--- src/rtl/sub_serial_pkg.sv ---
// Shared types and sizing helpers for the bit-serial subtractor.
// Keeps state encoding and chunk/counter arithmetic in one place.
package sub_serial_pkg;

   typedef enum logic [1:0] {
      IDLE = 2'd0,
      RUN  = 2'd1,
      DONE = 2'd2
   } state_t;

   function automatic int chunks(input int width, input int bpc);
      return width / bpc;
   endfunction

   // A single-chunk build still needs a 1-bit counter to exist.
   function automatic int cnt_width(input int n);
      return (n > 1) ? $clog2(n) : 1;
   endfunction

   function automatic bit cfg_ok(input int width, input int bpc);
      return (bpc > 0) && (bpc <= width) && ((width % bpc) == 0);
   endfunction

endpackage

--- src/rtl/sub_chunk.sv ---
// Combinational BPC-bit ripple subtractor: d = x - y - bi, bo = borrow out of the MSB.
// Zero latency; no flow control.
module sub_chunk #(
   parameter int BPC = 1
) (
   input  logic [BPC-1:0] x,
   input  logic [BPC-1:0] y,
   input  logic           bi,
   output logic [BPC-1:0] d,
   output logic           bo
);

   logic br;

   always_comb begin
      d  = '0;
      br = bi;
      for (int i = 0; i < BPC; i++) begin
         d[i] = x[i] ^ y[i] ^ br;
         br   = (~x[i] & y[i]) | (~(x[i] ^ y[i]) & br);
      end
      bo = br;
   end

endmodule

--- src/rtl/sub8_serial.sv ---
// Bit-serial a = s - b mod 2^WIDTH with borrow flag, LSB chunk first, BPC bits per cycle.
// Latency WIDTH/BPC cycles from accept to out_valid; one op in flight, out_ready low holds DONE.
module sub8_serial
   import sub_serial_pkg::*;
#(
   parameter int WIDTH = 8,
   parameter int BPC   = 1
) (
   input  logic             clk,
   input  logic             rst,
   input  logic             in_valid,
   output logic             in_ready,
   input  logic [WIDTH-1:0] s,
   input  logic [WIDTH-1:0] b,
   output logic             out_valid,
   input  logic             out_ready,
   output logic [WIDTH-1:0] a,
   output logic             borrow
);

   localparam int N  = chunks(WIDTH, BPC);
   localparam int CW = cnt_width(N);

   generate
      if (!cfg_ok(WIDTH, BPC)) begin : g_bad_cfg
         $error("sub8_serial: BPC must divide WIDTH");
      end
   endgenerate

   state_t           state;
   logic [CW-1:0]    cnt;
   logic [WIDTH-1:0] s_sr;
   logic [WIDTH-1:0] b_sr;
   logic [BPC-1:0]   d;
   logic             bo;

   sub_chunk #(.BPC(BPC)) u_chunk (
      .x  (s_sr[BPC-1:0]),
      .y  (b_sr[BPC-1:0]),
      .bi (borrow),
      .d  (d),
      .bo (bo)
   );

   assign in_ready  = (state == IDLE);
   assign out_valid = (state == DONE);

   always_ff @(posedge clk) begin
      if (rst) begin
         state  <= IDLE;
         cnt    <= '0;
         s_sr   <= '0;
         b_sr   <= '0;
         a      <= '0;
         borrow <= 1'b0;
      end else begin
         case (state)
            IDLE: begin
               if (in_valid) begin
                  s_sr   <= s;
                  b_sr   <= b;
                  cnt    <= '0;
                  borrow <= 1'b0;
                  state  <= RUN;
               end
            end
            RUN: begin
               // Result chunks enter at the top so chunk 0 lands in the LSBs after N shifts.
               a      <= WIDTH'({d, a} >> BPC);
               s_sr   <= s_sr >> BPC;
               b_sr   <= b_sr >> BPC;
               borrow <= bo;
               cnt    <= cnt + 1'b1;
               if (cnt == CW'(N - 1)) begin
                  state <= DONE;
               end
            end
            DONE: begin
               if (out_ready) begin
                  state <= IDLE;
               end
            end
            default: state <= IDLE;
         endcase
      end
   end

endmodule

--- config.mk ---
export PLATFORM = sky130hd
export DESIGN_NAME = sub8_serial
export DESIGN_NICKNAME = d
export VERILOG_FILES = /design/src/rtl/sub_serial_pkg.sv /design/src/rtl/sub_chunk.sv /design/src/rtl/sub8_serial.sv
export SDC_FILE = /design/constraint.sdc
export NUM_CORES = 1
export LEC_CHECK = 0
export ABC_AREA = 1
export CAP_MARGIN = 0
export CORE_UTILIZATION = 50
export DETAILED_ROUTE_END_ITERATION = 12
export PLACE_DENSITY = 0.77
export SETUP_SLACK_MARGIN = 0.1
export SYNTH_ARGS = -nofsm -noshare
export SYNTH_HDL_FRONTEND = slang
export SYNTH_SLANG_ARGS = --single-unit
--- constraint.sdc ---
create_clock -name clk -period 1.25 [get_ports clk]
set_input_delay 0.3125 -clock clk [delete_from_list [all_inputs] [get_ports clk]]
set_output_delay 0.3125 -clock clk [all_outputs]
set_load 0.1 [all_outputs]
==> impl_metrics.sql <==
INSERT INTO impl_metrics (metric_group, metric, value, unit) VALUES
('synthesis', 'synth_top_area_cell', 'sky130_fd_sc_hd__dfxtp_1', ''),
('synthesis', 'post-synth-top-area-fraction', '40.7', '%'),
('flow_run', 'cap_viol_max_count', '0', ''),
('worst_setup_path', 'cp_slowest_cell', 'sky130_fd_sc_hd__dfxtp_2', ''),
('synthesis', 'yosysUniqueCellTypes', '18', ''),
('synthesis', 'synthTopCellsByArea', 'sky130_fd_sc_hd__dfxtp_1, sky130_fd_sc_hd__nand2_1, sky130_fd_sc_hd__nor2_1', ''),
('power_and_ir_drop', 'power.density', '1260', 'mW/mm^2'),
('route', 'antenna_violating_nets_post_route', '0', ''),
('die', 'core_area', '0.00278', 'mm^2'),
('sta', 'report.final.slew_viol_count', '0', ''),
('clock_tree', 'master_cell_of_the_clock_root_buffer', 'sky130_fd_sc_hd__clkbuf_4', ''),
('power_and_ir_drop', 'max-vdd-ir-drop', '1.19', 'mV'),
('worst_setup_path', 'cp_cell_sequence', 'buf_6 -> nor2_4 -> buf_12', ''),
('worst_setup_path', 'critical-path-max-stage-delay', '0.35', 'ns'),
('sta', 'fmaxAchievable', '685', 'MHz'),
('worst_setup_path', 'setup.worst_path.start_class', 'flop', ''),
('cells_and_area', 'fillCellCount', '153', ''),
('clock_tree', 'clk_transition_reported_paths', '0.10', 'ns'),
('route', 'firstDrtPassIters', '6', ''),
('synthesis', 'synth-seq-area-share', '40.7', '%'),
('worst_setup_path', 'crit_required', '0.94', 'ns'),
('cells_and_area', 'diodes', '0', ''),
('sta', 'timing.final.ws_setup', '-0.210', 'ns'),
('route', 'num_vias', '1531', ''),
('die', 'boundary_pins', '31', ''),
('power_and_ir_drop', 'report.power.total', '2.95', 'mW'),
('sta', 'post-route-min-period', '1.46', 'ns'),
('run_status', 'result_of_the_run', 'finished, violations left', ''),
('cells_and_area', 'area_growth_syn_to_layout', '58.7', '%'),
('power_and_ir_drop', 'leakage', '1.09', 'nW'),
('route', 'detailedRoute.firstIterationViolations', '87', ''),
('placed_design', 'finalWeightedCongestion', '0.725', ''),
('route', 'routed_via_density', '5.05', ''),
('route', 'route.detailed.wl_per_inst', '14.1', 'um'),
('die', 'die_height', '56.3', 'um'),
('worst_hold_path', 'worstHoldStart', 'b_sr[7]$_SDFFE_PP0P_', ''),
('synthesis', 'synth_cells', '217', ''),
('global_routing', 'globalRoute.totalOverflow', '0', ''),
('sta', 'timing.max_slew.rel_slack', '85.9', '%'),
('global_routing', 'antenna_found_initial', '0', ''),
('worst_setup_path', 'cp-startpoint', 'state[0]$_SDFFE_PP0P_', ''),
('global_routing', 'globalRouteTotalUtil', '25.0', '%'),
('route', 'total_wire_length', '4290', 'um'),
('clock_tree', 'numClockSinks', '30', ''),
('placed_design', 'numPortBuffers', '30', ''),
('worst_setup_path', 'critical_path_peak_fanout', '3', ''),
('synthesis', 'syn_avg_cell_area', '6.80', 'um^2'),
('global_routing', 'grt_max_degree', '25', ''),
('die', 'dieWidth', '56.3', 'um'),
('worst_setup_path', 'crit_path_end_kind', 'output port', ''),
('synthesis', 'synthesis.area', '0.00148', 'mm^2'),
('global_routing', 'grt_pass1_vias', '1400', ''),
('sta', 'fin_crit_sh', '117', '%'),
('worst_hold_path', 'timing.hold.worst.class', 'reg -> reg', ''),
('clock_tree', 'clock_latency_reported_for_the_late_side_of_the_worst_skew_pair', '0.35', 'ns'),
('synthesis', 'yosys_warn_count', '0', ''),
('sta', 'timing.setup.tns', '-0.411', 'ns'),
('sta', 'hold_ws', '0.469', 'ns'),
('route', 'drt_drc_violations_left', '0', ''),
('placed_design', 'place_hpwl', '2130', 'um'),
('cells_and_area', 'nNetsFinal', '294', ''),
('sta', 'max_slew.worst_pin.slew', '0.211', 'ns'),
('synthesis', 'ys_seq_elements', '30', ''),
('sta', 'hold_viol', '0', ''),
('worst_setup_path', 'worst_r2r_start', 'state[0]$_SDFFE_PP0P_', ''),
('global_routing', 'grt_first_pass_wirelength', '6010', 'um'),
('cells_and_area', 'fraction_of_final_layout_cells_with_drive_strength_greater_than_1', '33.8', '%'),
('clock_tree', 'cts.htree.levels', '2', ''),
('cells_and_area', 'finish.utilization', '84.2', '%'),
('die', 'row_count', '19', ''),
('synthesis', 'syn_nets', '240', ''),
('die', 'design.die.area', '0.00317', 'mm^2'),
('clock_tree', 'clock_tree_from_tritoncts', 'built', ''),
('sta', 'timing.final.setup_violations', '4', ''),
('worst_setup_path', 'setup.worst_path.class', 'reg -> out', ''),
('run_status', 'violations', 'negative setup slack', ''),
('clock_tree', 'cts-root-to-sink-buffers', '2', ''),
('sta', 'rsz0062_at_grt', 'yes', ''),
('worst_setup_path', 'worst-endpoint-arrival', '1.15', 'ns'),
('die', 'floorplan.initialDensity', '53.0', '%'),
('clock_tree', 'clock_buffer_count_from_cts', '5', ''),
('sta', 'fin_skew', '0.0127', 'ns');
[worst paths after layout]
kind                          end  slack (ns)  cells past startpoint
max                     out_valid       -0.21                      3
min          b_sr[7]$_SDFFE_PP0P_        0.47                      2
max reg2reg     a[7]$_SDFFE_PP0N_       -0.02                      7
min reg2reg  b_sr[7]$_SDFFE_PP0P_        0.47                      2
[through the flow]
stage                     setup slack, ns  area [um^2]  cells
after floorplan                   -0.0532         1510    217
after global placement             -0.168         2000    278
after detailed placement           -0.204         2000    278
after CTS                          -0.178         2230    298
after global routing               -0.239         2340    303
final                              -0.210         2340    303
[cell families after synthesis]
kind of cell / Yosys count / synth area share [%]
AO/OA/AOI/OAI: 30 / 12.2
adder cells (fa/ha/maj): 3 / 3.05
AND/OR/NAND/NOR: 108 / 29.3
flip-flops: 30 / 40.7
buffers and inverters: 46 / 14.7
[state kept, by name, indices dropped and copies added, names as in the netlist]
name,flops
a,8
b_sr,8
borrow,1
state,2
cnt,3
s_sr,8
[power by group]
| group | leakage [nW] | switching (mW) | internal [mW] |
|---|---|---|---|
| sequential | 0.254 | 0.0513 | 1.04 |
| clock | 0.0567 | 0.385 | 0.597 |
| combinational | 0.783 | 0.500 | 0.378 |
[cell usage after synthesis]
cell type,n
sky130_fd_sc_hd__inv_1,33
sky130_fd_sc_hd__dfxtp_1,30
sky130_fd_sc_hd__a21oi_2,5
sky130_fd_sc_hd__buf_2,5
sky130_fd_sc_hd__fa_1,1
sky130_fd_sc_hd__inv_2,2
sky130_fd_sc_hd__nand2_1,64
sky130_fd_sc_hd__or2_2,1
sky130_fd_sc_hd__buf_4,2
sky130_fd_sc_hd__nor2_4,1
sky130_fd_sc_hd__o21ai_0,8
sky130_fd_sc_hd__ha_1,2
sky130_fd_sc_hd__nand3_1,2
sky130_fd_sc_hd__a21oi_1,16
sky130_fd_sc_hd__o21ai_4,1
sky130_fd_sc_hd__buf_6,4
sky130_fd_sc_hd__nor2_1,34
sky130_fd_sc_hd__nand2_2,6
[critical path, delay by kind of cell, from the launching register on]
family	cells	cell delay [ns]
flops	1	0.35
simple gates	1	0.14
buf+inv	2	0.31
[metal layers]
metal	routed length [um]	up-vias	part of all wire, %	GRT usage [%]
met4	189	0	4.4	15.0
met3	281	20	6.6	5.76
met5	0	-	0	0
met2	2190	67	51	43.5
met1	1630	695	38	27.5
li1	-	749	-	-
[repair_timing]
action / in CTS / in global routing
setup endpoints to repair: 25 / 38
hold buffers: 0 / 0
gates resized for setup: 16 / 16
cloned: 1 / 1
setup buffers: 11 / 5
pin swaps: 4 / 8
[cell type report]
cell class | instances | area [um^2] | area share, %
Timing Repair Buffer | 57 | 683 | 29.2
Tap cell | 31 | 38.8 | 1.66
Inverter | 35 | 134 | 5.72
Sequential cell | 30 | 629 | 26.9
Multi-Input combinational cell | 142 | 749 | 32.0
Clock inverter | 1 | 30.0 | 1.28
Clock buffer | 7 | 76.3 | 3.26
[placed cells by master, fill, tap and decap left out, drive strengths merged]
master / instances
a21oi: 21
buf: 37
bufinv: 1
clkbuf: 8
clkdlybuf4s50: 19
dfxtp: 30
fa: 1
ha: 2
inv: 35
nand2: 70
nand3: 2
nor2: 36
o21ai: 9
or2: 1
(Power assumes the default switching activity.)
==> variant 1 (same settings) <==
Re-encode `state_t` (3 states) as one-hot, 3 bits wide.
--- a/src/rtl/sub_serial_pkg.sv
+++ b/src/rtl/sub_serial_pkg.sv
@@ -4,6 +4,6 @@
 
-   typedef enum logic [1:0] {
-      IDLE = 2'd0,
-      RUN  = 2'd1,
-      DONE = 2'd2
+   typedef enum logic [2:0] {
+      IDLE = 3'b001,
+      RUN  = 3'b010,
+      DONE = 3'b100
    } state_t;
Check against the original RTL: same outputs for any inputs over 10 cycles, from zero or initial values and one cycle with rst high; not proved beyond that.
==> variant 1 against the unedited design <==
  * The run still ends with setup timing left
  * Sequential cell count is 1 higher
  * Clock skew rose by 0.00086 ns
  * Cell area increased by 11%
  * Power increased by 14%
  * Cell count rose by 2.6%
  * Setup slack worse by 0.080 ns
  * Synthesized area is 1.0% higher
  * Routed wire length is 53% higher
  * Critical path type is now flop to flop
==> variant 1: results (changes against the unedited design) <==
Critical path
  – Critical path launch point: state[2]
  – Critical path peak fanout: 8 (+5)
  – Data arrival time at the worst-slack endpoint: 1.78 ns (+0.63 ns)

Min path
  – Worst Hold Launch: cnt[2]

Logic synthesis
  – Complex-gate fraction of the synthesized area: 0.0571 (-0.0650)
  – Adder-cell share of the synthesized area: 0.0302 (-0.000308)
  – Commonest cells post-synth: sky130_fd_sc_hd__nand2_1 (60), sky130_fd_sc_hd__nor2_1 (35), sky130_fd_sc_hd__dfxtp_1 (31)
  – Post-synth cell types: 21 (+3)
  – Fraction of the yosys area taken by sequential cells: 0.416 (+0.00933)
  – Most area-consuming cells after synthesis: sky130_fd_sc_hd__dfxtp_1 (42%), sky130_fd_sc_hd__nand2_1 (15%), sky130_fd_sc_hd__nor2_1 (8.8%), sky130_fd_sc_hd__nand3_1 (7.7%), sky130_fd_sc_hd__nand3b_1 (7.1%)
  – Syn Area/Cell: 7.00 um^2 (+2.9%)
  – Net count of the mapped netlist: 236 (-1.7%)

Place
  – Instance count after placement with tap cells included: 276 (-0.72%)
  – Post-detailed-placement half-perimeter wirelength: 2360 um (+11%)
  – Worst Setup Slack post-DPL: -0.328 ns (-0.124 ns)
  – Final estimated routing congestion in global placement: 0.762 (+5.0%)
  – Placed standard-cell area: 0.00200 mm^2 (+0.19%)

Pwr
  – Maximum resistive drop on vdd: 1.51 mV (+27%)
  – Pwr dens: 1290 mW/mm^2 (+2.4%)
  – Net Switching: 1.38 mW (+48%)
  – Static Leak: 1.14 nW (+4.5%)

Global route
  – First-pass GRT wire length: 8170 um (+36%)
  – GR Util All Layers: 0.338 (+0.0884)
  – Largest net degree at the start of global routing: 16 (-36%)
  – Vias in the first global route: 1723 (+23%)

Final layout
  – Filler cell count in the final layout: 96 (-37%)
  – Number of nets in the finished design: 302 (+2.7%)
  – Proportion of layout cells with a drive suffix above 1: 0.457 (+0.119)

Status
  – Outcome: finished, violations left
  – Failing checks: setup timing

STA
  – Final number of setup-violating endpoints: 33 (+29)
  – Setup WS post-layout: -0.290 ns (-0.0797 ns)
  – Post-Route Setup TNS: -5.66 ns (-5.25 ns)
  – Transition at the pin with the smallest max-transition slack: 0.248 ns (+0.0376 ns)
  – Final setup skew: 0.0136 ns (+0.000859 ns)

Detailed routing
  – Met2 routed WL: 3200 um (+46%)
  – 1st-iter DRT viols: 220 (+150%)
  – First-pass iteration count of the detailed router: 7 (+1)
variant 1: changes by cell type in the layout (fill, tap and decap cells not counted), sizes merged, moves of 3 or more:
cell	delta
buf	+13
nand3	+21
nand4	+3
a21oi	-8
nand2	-7
inv	-26
clkinv	+3
nand3b	+14
o21ai	-5
variant 1: cell families after synthesis:
logic type | Yosys count
DFF | 31
and+or+nand+nor | 139
buffers and inverters | 23
adders and majority gates | 3
AOI/OAI and AO/OA | 17
variant 1: final cells by class:
cell class | count | area, um^2 | share of cell area
inverters | 11 | 62.6 | 0.0240
flip-flops and latches | 31 | 646 | 0.247
repair inverters | 1 | 6.26 | 0.00240
clock buffers | 7 | 45.0 | 0.0173
multi-input cells | 160 | 988 | 0.379
clock inverters | 1 | 5.00 | 0.00192
repair buffers | 69 | 817 | 0.313
well taps | 31 | 38.8 | 0.0149
variant 1: worst paths after layout:
kind / slack [ns] / to
max: -0.29 / s_sr[6]
min: 0.50 / cnt[2]
max reg2reg: -0.29 / s_sr[6]
min reg2reg: 0.50 / cnt[2]
variant 1: what timing repair did:
item,CTS,global route
gates cloned,6,0
pin swaps,16,33
endpoints found under the setup margin,42,42
gates resized for setup,56,43
buffers inserted,14,8
variant 1: worst max-delay path: stages, from the launching register on:
cell and delay [ns]:
sky130_fd_sc_hd__dfxtp_2 0.36, sky130_fd_sc_hd__buf_6 0.12, sky130_fd_sc_hd__nor2_4 0.23, sky130_fd_sc_hd__nand2_8 0.16
sky130_fd_sc_hd__buf_8 0.18, sky130_fd_sc_hd__nand2_1 0.09, sky130_fd_sc_hd__nand2_1 0.10, sky130_fd_sc_hd__nor2_2 0.14
sky130_fd_sc_hd__nor2_1 0.06
variant 1: metal layers:
layer	vias up	GRT usage
li1	822	-
met1	899	0.387
met2	167	0.592
met3	58	0.0645
met4	0	0.174
met5	-	0
==> variant 2 (same settings) <==
Without the edit above. Reset style: asynchronous (`rst`), changed in one clocked block.
--- a/src/rtl/sub8_serial.sv
+++ b/src/rtl/sub8_serial.sv
@@ -47,3 +47,3 @@
 
-   always_ff @(posedge clk) begin
+   always_ff @(posedge clk or posedge rst) begin
       if (rst) begin
Check against the original RTL: differs if rst is asserted again (counterexample within 4 cycles, from zero or initial values and one cycle with rst high); with rst held inactive, the same outputs for 10 cycles.
==> variant 2 against the unedited design <==
  * Global-route usage is 1.6 points higher
  * Synthesized area is 1.1% higher
  * Routed wire length is 46% higher
  * The flow still finishes with violations (setup timing)
  * Cell area is 9.4% higher
  * Synthesized cell count is 14% lower
  * Largest cell class is now non-clock buffers
  * Critical path type unchanged
  * Sequential cell count stayed put
  * Setup slack worse by 0.082 ns
Power is not compared: it rests on default switching activity, and its combinational part moved more than twofold at a synthesized area within 25%.
==> variant 2: results (changes against the unedited design) <==
Status
  – Outcome: finished, violations left
  – Failing checks: setup timing

CTS
  – Count of instances resized after the clock tree is built: 7 (-9)
  – Clock network latency to the later pin of the worst-skew pair: 0.35 ns (about the same)
  – Total setup buffers inserted after CTS: 9 (-2)

Logic synthesis
  – Post-synth cell types: 19 (+1)
  – Net count of the mapped netlist: 210 (-13%)
  – Commonest cells post-synth: sky130_fd_sc_hd__nand2_1 (53), sky130_fd_sc_hd__nand3_1 (43), sky130_fd_sc_hd__dfrtp_1 (30)
  – Proportion of synthesized flip-flops having asynchronous set or reset: 1.00 (+1.00)
  – Top_reg_cell synth: sky130_fd_sc_hd__dfrtp_1
  – Most area-consuming cells after synthesis: sky130_fd_sc_hd__dfrtp_1 (50%), sky130_fd_sc_hd__nand3_1 (14%), sky130_fd_sc_hd__nand2_1 (13%), sky130_fd_sc_hd__inv_1 (7.0%), sky130_fd_sc_hd__buf_4 (2.0%)
  – Fraction of the yosys area taken by sequential cells: 0.503 (+0.0962)
  – Cell count after synthesis: 187 (-14%)

Final layout
  – Number of nets in the finished design: 270 (-8.2%)
  – Largest registers: a x8, b_sr x8, s_sr x8
  – Proportion of layout cells with a drive suffix above 1: 0.435 (+0.0972)
  – Filler cell count in the final layout: 98 (-36%)

STA
  – Post-Route Setup TNS: -1.27 ns (-0.858 ns)
  – Setup WS post-layout: -0.292 ns (-0.0818 ns)
  – Worst slew margin relative to its limit: 0.848 (-0.0110)
  – Worst-case hold slack: 0.357 ns (-0.113 ns)
  – Final setup skew: 0.0116 ns (-0.00115 ns)
  – Final number of setup-violating endpoints: 24 (+20)

Critical path
  – Data arrival time at the worst-slack endpoint: 1.23 ns (+0.08 ns)
  – Maximum single-stage delay on the critical path: 0.43 ns (+0.08 ns)
  – Library cell contributing the largest single delay on the critical path: sky130_fd_sc_hd__dfrtp_1
  – Flop2flop setup slack: -0.07 ns (-0.05 ns)

Place
  – Placed standard-cell area: 0.00204 mm^2 (+2.0%)
  – Worst Setup Slack post-DPL: -0.183 ns (+0.0206 ns)
  – Instance count after placement with tap cells included: 251 (-9.7%)
  – Post-detailed-placement half-perimeter wirelength: 2450 um (+15%)
  – Final estimated routing congestion in global placement: 0.776 (+7.0%)
  – Number of I/O port buffers: 30 (unchanged)

Detailed routing
  – First-pass iteration count of the detailed router: 5 (-1)
  – Total wire length after detailed routing: 6260 um (+46%)
  – Average wire length per cell after detail routing: 22.4 um (+59%)
  – Met3 wire length: 477 um (+70%)
  – Met2 routed WL: 3220 um (+47%)
  – Vias after detailed routing: 1667 (+8.9%)
  – M1 WL: 2360 um (+45%)
  – 1st-iter DRT viols: 183 (+110%)

Pwr
  – Net Switching: 3.93 mW

Global route
  – First-pass GRT wire length: 6460 um (+7.5%)
  – Met1 track demand over resource: 0.321 (+0.0467)
  – Met2 layer usage reported by global route: 0.439 (+0.00328)
  – GR Util All Layers: 0.265 (+0.0156)
  – Global Route met3 Usage: 0.0645 (+0.00691)
  – Vias in the first global route: 1380 (-1.4%)

Min path
  – Worst hold path type: primary input to async pin
variant 2: logic make-up after synthesis:
group	count (synthesis)	synth area share
AND/OR/NAND/NOR	106	0.313
buffers and inverters	40	0.124
flip-flops	30	0.503
AO/OA/AOI/OAI	8	0.0294
adder cells (fa/ha/maj)	3	0.0302
variant 2: final cells by class:
type                       count  area (um^2)  share of cell area
clock buffer                   5         37.5              0.0147
clock inverter                 3         40.0              0.0156
inverter                      29          116              0.0454
multi-input combinational    118          779               0.304
sequential                    30          766               0.299
tap                           31         38.8              0.0151
timing repair buffer          63          783               0.306
variant 2: worst paths after layout:
path | start | endpoint | cells past startpoint
max in group asynchronous | rst | a[4] | 3
setup / recovery | state[0] | in_ready | 3
min in group clk | cnt[0] | cnt[0] | 1
setup reg to reg | borrow | a[7] | 3
hold reg to reg | cnt[0] | cnt[0] | 1
hold / removal | rst | s_sr[2] | 3
